## src/rtl/pmu_sample_drain.sv

```systemverilog
// ============================================================================
// Module   : pmu_sample_drain
// Purpose  : Accepts PMU counter snapshots, serializes them into per-counter
//            raw/delta records and buffers them in a show-ahead ring.
// Revision : 1.0 - initial release
// ============================================================================
`default_nettype none

module pmu_sample_drain #(
    parameter int NUM_CNTRS = 8,
    parameter int WIDTH     = 48,
    parameter int DEPTH     = 64
) (
    input  logic                          clk,
    input  logic                          rst,
    input  logic                          sample_valid,
    input  logic [NUM_CNTRS*WIDTH-1:0]    sample_data,
    output logic                          sample_ack,
    input  logic                          delta_mode,
    input  logic                          clear,
    input  logic                          rd_en,
    output logic                          rd_valid,
    output logic [WIDTH-1:0]              rd_data,
    output logic [$clog2(NUM_CNTRS)-1:0]  rd_idx,
    output logic                          rd_first,
    output logic [$clog2(DEPTH):0]        fill_level,
    output logic [15:0]                   drop_count,
    output logic                          busy
);

    localparam int c_kw = $clog2(NUM_CNTRS);
    localparam int c_aw = $clog2(DEPTH);

    typedef enum logic [1:0] {
        IDLE = 2'd0,
        SER  = 2'd1,
        DROP = 2'd2
    } state_t;

    state_t             r_state;
    logic               r_ack;
    logic               r_mode;
    logic [c_kw-1:0]    r_k;
    logic [c_aw:0]      r_wr_ptr;
    logic [c_aw:0]      r_rd_ptr;
    logic [15:0]        r_drop;
    logic [WIDTH-1:0]   r_cur   [NUM_CNTRS];
    logic [WIDTH-1:0]   r_prev  [NUM_CNTRS];
    logic [WIDTH-1:0]   r_mem_val   [DEPTH];
    logic [c_kw-1:0]    r_mem_idx   [DEPTH];
    logic               r_mem_first [DEPTH];

    logic [c_aw:0]      w_fill;
    logic               w_room;
    logic               w_pop;
    logic               w_capture;
    logic [WIDTH-1:0]   w_val;

    assign w_fill    = r_wr_ptr - r_rd_ptr;
    assign w_room    = (w_fill <= (c_aw+1)'(DEPTH - NUM_CNTRS));
    assign w_pop     = rd_en && (w_fill != '0);
    assign w_capture = (r_state == IDLE) && sample_valid && !clear && w_room;
    // Unsigned modulo subtraction keeps the delta correct across counter wrap.
    assign w_val     = r_mode ? (r_cur[r_k] - r_prev[r_k]) : r_cur[r_k];

    always_ff @(posedge clk or posedge rst) begin
        if (rst) begin
            r_state  <= IDLE;
            r_ack    <= 1'b0;
            r_mode   <= 1'b0;
            r_k      <= '0;
            r_wr_ptr <= '0;
            r_rd_ptr <= '0;
            r_drop   <= '0;
            for (int i = 0; i < NUM_CNTRS; i++) r_prev[i] <= '0;
        end else if (clear) begin
            r_state  <= IDLE;
            r_ack    <= 1'b0;
            r_k      <= '0;
            r_wr_ptr <= '0;
            r_rd_ptr <= '0;
            r_drop   <= '0;
            for (int i = 0; i < NUM_CNTRS; i++) r_prev[i] <= '0;
        end else begin
            r_ack <= 1'b0;
            if (w_pop) r_rd_ptr <= r_rd_ptr + 1'b1;
            case (r_state)
                IDLE: begin
                    if (sample_valid) begin
                        r_ack <= 1'b1;
                        if (w_room) begin
                            r_mode  <= delta_mode;
                            r_k     <= '0;
                            r_state <= SER;
                        end else begin
                            r_state <= DROP;
                            if (r_drop != 16'hFFFF) r_drop <= r_drop + 16'd1;
                        end
                    end
                end
                SER: begin
                    r_wr_ptr   <= r_wr_ptr + 1'b1;
                    r_prev[r_k] <= r_cur[r_k];
                    r_k        <= r_k + 1'b1;
                    if (r_k == c_kw'(NUM_CNTRS - 1)) r_state <= IDLE;
                end
                DROP:    r_state <= IDLE;
                default: r_state <= IDLE;
            endcase
        end
    end

    // Snapshot latch and ring storage carry no reset; their contents are don't-care until written.
    always_ff @(posedge clk) begin
        if (w_capture) begin
            for (int i = 0; i < NUM_CNTRS; i++) r_cur[i] <= sample_data[i*WIDTH +: WIDTH];
        end
        if (r_state == SER) begin
            r_mem_val[r_wr_ptr[c_aw-1:0]]   <= w_val;
            r_mem_idx[r_wr_ptr[c_aw-1:0]]   <= r_k;
            r_mem_first[r_wr_ptr[c_aw-1:0]] <= (r_k == '0);
        end
    end

    assign sample_ack = r_ack;
    assign rd_valid   = (w_fill != '0);
    assign rd_data    = r_mem_val[r_rd_ptr[c_aw-1:0]];
    assign rd_idx     = r_mem_idx[r_rd_ptr[c_aw-1:0]];
    assign rd_first   = r_mem_first[r_rd_ptr[c_aw-1:0]];
    assign fill_level = w_fill;
    assign drop_count = r_drop;
    assign busy       = (r_state != IDLE);

endmodule

`default_nettype wire

```

## config.mk

```make
export PLATFORM = sky130hd
export DESIGN_NAME = pmu_sample_drain
export DESIGN_NICKNAME = d
export VERILOG_FILES = /design/src/rtl/pmu_sample_drain.sv
export SDC_FILE = /design/constraint.sdc
export NUM_CORES = 2
export LEC_CHECK = 0
export ABC_AREA = 1
export BUFFER_PORTS_ARGS = -buffer_cell sky130_fd_sc_hd__buf_2
export CORE_MARGIN = 2
export CORE_UTILIZATION = 50
export CTS_CLUSTER_DIAMETER = 150
export DETAILED_ROUTE_END_ITERATION = 16
export GPL_ROUTABILITY_DRIVEN = 0
export PLACE_DENSITY = 0.73
export RECOVER_POWER = 50
export SYNTH_ARGS = -nofsm -noshare
export SYNTH_HDL_FRONTEND = slang
export SYNTH_SLANG_ARGS = --single-unit
```

## constraint.sdc

```tcl
create_clock -name clk -period 22.7 [get_ports clk]
set_input_delay 3.405 -clock clk [delete_from_list [all_inputs] [get_ports clk]]
set_output_delay 3.405 -clock clk [all_outputs]
set_load 0.01 [all_outputs]
```

Word-level counts from Yosys, hierarchy flattened:

Memory sizes are Yosys's and may differ from the RTL's.
Cells that the tools add are included.

* div/mod/pow operators: 0
* reductions and logical operators: 20
* shifts and indexed selects: 0
* multiplexer cells: 34
* bitwise operators: 2
* eq/ne operators: 7
* multipliers: 0
* order comparisons: 3
* add/subtract/negate cells: 6

Operator list (count)
* two-way mux 384 bit: 2
* bitwise mux 384 bit: 1
* two-way mux 48 bit: 4
* binary-select mux 48 bit (select 3 bit): 1
* demux 48 bit (select 3 bit): 1
* two-way mux 16 bit: 5
* subtractor 48 bit: 1
* two-way mux 7 bit: 4
* adder 16 x 1 -> 16 bit, second input constant: 1
* != test 16 bit, second input constant: 1
* adder 7 x 1 -> 7 bit, second input constant: 2
* nonzero test 2 bit: 6
* two-way mux 3 bit: 3
* != test 3 bit, second input constant: 3
* two-way mux 2 bit: 4
* AND reduction 4 bit: 2
* less-or-equal comparator 7 x 6 -> 1 bit, second input constant: 1
* two-way mux 1 bit: 7
* nonzero test 7 bit: 1
* subtractor 7 bit: 1
* one-hot mux 3 bit (2 select lines): 1
* logical AND 1 bit: 5
* greater-or-equal comparator 4 bit, second input constant: 1
* less-than comparator 4 x 1 -> 1 bit, second input constant: 1
* other kinds (13): 13

* memories: 4
* register bits: 421
* RAM bits: 3712
* logic and storage cells: 91
* memory bits (read-only): 0
* output and inout bits: 78
* bits in latches: 0

Memories
* r_mem_val: depth 64, bits a word 48, read ports 1, clocked after Yosys merged registers in 0, write ports 1, line 49 `logic [WIDTH-1:0] r_mem_val [DEPTH];`
* r_cur: depth 8, bits a word 48, read ports 1, clocked after Yosys merged registers in 0, write ports 8, line 47 `logic [WIDTH-1:0] r_cur [NUM_CNTRS];`
* r_mem_idx: depth 64, bits a word 3, read ports 1, clocked after Yosys merged registers in 0, write ports 1, line 50 `logic [c_kw-1:0] r_mem_idx [DEPTH];`
* r_mem_first: depth 64, bits a word 1, read ports 1, clocked after Yosys merged registers in 0, write ports 1, line 51 `logic r_mem_first [DEPTH];`

Depth between registers and ports, before layout:

* depth in word-level cells: 8
* mapped depth: 25
* mapped depth without buffers: 23

Least setup slack after synthesis:

No wires, ideal clock.

* kind: input to register
* from: input port clear
* to: memory r_cur[0][0], enable pin
* slack: 10.509 ns
* buffers on the path: 1
* data required time: 21.965 ns
* arrival time: 11.456 ns
* cell stages on the path: 6
* setup time: 0.735 ns
* cells stage by stage: clkbuf_1 > nor2_1 > inv_1 > nor2_1 > nand2_1 > inv_1

RTL lines
* from (decl): line 20 `input logic clear,`
* to (decl): line 47

Worst setup path after layout:

* from: register r_rd_ptr[0]
* to: output port rd_data[47]

* word-level cells in the longest chain between the ends: 1

RTL lines
* from (decl): line 45 `logic [c_aw:0] r_rd_ptr;`
* from (signal assigned): line 86 `if (w_pop) r_rd_ptr <= r_rd_ptr + 1'b1;`
* memory read (64 x 48 bit)
* to (decl): line 23 `output logic [WIDTH-1:0] rd_data,`

No other way between the ends.

==> reports/metrics.csv <==
metric;value;unit
Die H;582;microns
CTS H-tree depth;5;
Min Hold Slack;491;ps
Max FO, Critical Path;151;
DR pass1 iterations;6;
post-synthesis xor/xnor area fraction;0.00241;
Max Root-Sink Buffers;4;
post_cts resized;0;
Nets;14300;
row count;212;
Area Growth Syn to Fin;11.5;%
largest family of logic cells by synthesized area;compound AO/OA/AOI/OAI gates;
area occupied by multi-input gates;0.0394;sq mm
Worst-Margin Slew;5390;ps
Yosys cell types;49;
most common cell after layout, fill and taps aside;edfxtp_1;
largest net degree at the start of global routing;250;
Hold WC Path Type;flop to flop;
WHS Endpoint;r_prev[303];
Die Wd;582;microns
Clock Power Share;0.252;
layout cells sized above 1;0.0920;
CP Capture Type;output pin;
setup TNS;0;ps
Psw;9.64;mW
most frequent cell on the critical path;buf_4;
Compound-Gate Fraction of Synth Area;0.121;
CP Class;flop to output pin;
post-route minimum period;11180;ps
Synth Cell Area;0.167;sq mm
cells after synthesis;13600;
final hold vios;0;
syn_area_per_cell;12.3;sq um
Synthesis Warnings;0;
Final HPWL DP;293000;microns
fill cell count;26300;
PortBufs;467;
Reg area;0.122;sq mm
Reg clk slew, reported paths;60;ps
Tot GR Track Use;0.306;
Leak;63.4;nW
Root Driver;clkbuf_16;
Starting Density;0.501;
Crit path largest cell delay;970;ps
commonest non-fill, non-tap cells in the layout;edfxtp_1, nor2_1, o21ai_0;
Overflow after GRT;0;
Post-CTS Setup Bufs;0;
clk sinks;4133;
Worst IR Drop VDD;192;uV
Post-DRT Antenna Nets;0;
simple-gate share of the synthesized area;0.104;
initial antenna violation count;28;
synth top area cells;edfxtp_1, dfrtp_1, o21ai_0;
Starting DRT DRC Count;19300;
RSZ-0062 raised after global routing;no;
crit start category;flop;
Pwr Total;25.8;mW
Max-Cap Viols;143;
fin. max-slew vios;3941;
Internal Power;16.2;mW
vias;118000;
Seq pwr share;0.419;
Net Sw Frac;0.373;
WP data arrival;7780;ps
outcome;finished, violations left;
Final period util;0.493;
Mapped Nets;14000;
pwr dens;139;mW/mm^2
Worst R2R Setup Slack;12920;ps
DIE AREA;0.338;sq mm
Core Area;0.333;sq mm
CP required;19300;ps
CP Cell Sequence;inv_8 > buf_4 > buf_4 > buf_4 > buf_4 > o21ai_0 > o22ai_1 > a21oi_1 > nand3_1 > nand3_1 > nand2_1 > buf_2;
violated checks;max-capacitance violations, max-slew violations;
Clock Skew;89.9;ps
routed len/inst;28.8;microns
TritonCTS clock tree;built;
Worst-Skew Late Latency;1000;ps
Reg2Reg Launch Point;r_k[0];
Combinational Power Share;0.328;
Synth Area in Adders;0.00466;
f_max;0.0894;GHz
cts bufs inserted;401;
Seq cells post-synth;4133;
total wire length;533000;microns
CP max-delay cell;buf_4;
largest area contributor in the netlist;edfxtp_1;
DRC;0;
post-synth top area share;0.668;
vias in the first global route;110000;
worst r2r path cells;23;
Hold Path Origin;r_prev[303];
multiplexer area fraction after synthesis;0;
Relative slew margins;-2.61;
via/cell ratio;6.35;
first-pass GRT wire length;758000;microns
final setup fails;0;
Seq/Total Area, Yosys;0.731;
I/O Pins;468;
WHS Path Cells;2;
RR Endpoint;r_mem_val[55][38];
hold buffer count at CTS;0;
==> logic make-up (layout without fill, tap and decap cells) <==
logic type | after synthesis | after routing
compound gates | 3501 | 3501
xor+xnor | 45 | 45
fa+ha+maj | 61 | 61
buf+inv | 1507 | 2081
flops | 4133 | 4133
other cells | 0 | 18
simple gates | 4314 | 4314
==> flip-flops by register name (all words and copies together) (netlist names) <==
register	count
r_mode	1
r_mem_idx	192
r_rd_ptr	7
r_wr_ptr	7
r_mem_first	64
r_state	2
r_k	3
drop_count	16
r_prev	384
sample_ack	1
r_cur	384
r_mem_val	3072
==> how the worst max path moves through the flow <==
| stage | cells after the start | from | slack, ps | end |
|---|---|---|---|---|
| 5_1_grt | 12 | r_rd_ptr[0] | 11270 | rd_data[47] |
| 3_5_place_dp | 12 | r_rd_ptr[0] | 12830 | rd_data[47] |
| 4_1_cts | 12 | r_rd_ptr[0] | 11800 | rd_data[47] |
| 3_3_place_gp | 12 | r_rd_ptr[0] | 12990 | rd_data[23] |
| 6_report | 12 | r_rd_ptr[0] | 11520 | rd_data[47] |
| 2_1_floorplan | 1 | rst | 7580 | drop_count[0] |
==> cell usage after synthesis (all sizes together) <==
library cell     n
edfxtp        3712
nor2          2215
o21ai         2017
nand2         1335
o22ai          641
inv            613
nand3          557
clkbuf         544
dfrtp          421
buf            346
o211ai         337
a21oi          199
nand4          147
a22oi          105
o221ai          71
ha              59
a221oi          53
o2111ai         37
xor2            27
nor3            26
xnor2           18
a22o            14
nand3b          11
o21bai           9
a211oi           8
and2             7
and3             7
clkinv           4
nor4             4
o2111a           4
or2              3
a31oi            2
fa               2
nor3b            2
o41ai            2
a21boi           1
a21o             1
==> worst max-delay path: cells and delay by family, from the launching register on <==
kind            cells  cell delay (ps)
flops               1              780
buf+inv             6             4470
simple gates        3              400
compound gates      3              590
==> cell type report <==
class,count,share of cell area
antenna,18,0.000242
clock buffer,508,0.0568
clock inverter,229,0.0116
inverter,617,0.0128
multi-input combinational,7921,0.212
sequential,4133,0.656
tap,4387,0.0295
timing repair buffer,727,0.0214
==> through the flow <==
stage	cell area [sq um]	setup slack, ps	instances	util
5_1_grt	186000	11270	18500	0.559
6_report	186000	11520	18500	0.559
2_1_floorplan	167000	7580	13600	-
3_5_place_dp	174000	12830	17800	0.523
4_1_cts	187000	11800	18500	0.561
3_3_place_gp	174000	12990	17800	0.523
==> power by group through the flow <==
stage	Combinational (mW)	Clock [mW]	Sequential (mW)
after floorplan	5.13	0	11.1
after global placement	8.11	0	11.0
after detailed placement	8.25	0	11.0
after CTS	8.29	6.52	10.8
after global routing	9.15	6.81	10.8
final	8.49	6.51	10.8
==> metal layers <==
metal  routed length (microns)  global-route usage  vias up
met3                     67400              0.0676     1725
met5                       129                   0        -
met1                    185000               0.393    57200
li1                          -                   -    49900
met2                    245000               0.480     8770
met4                     36200               0.180       20
(Power assumes the default switching activity.)
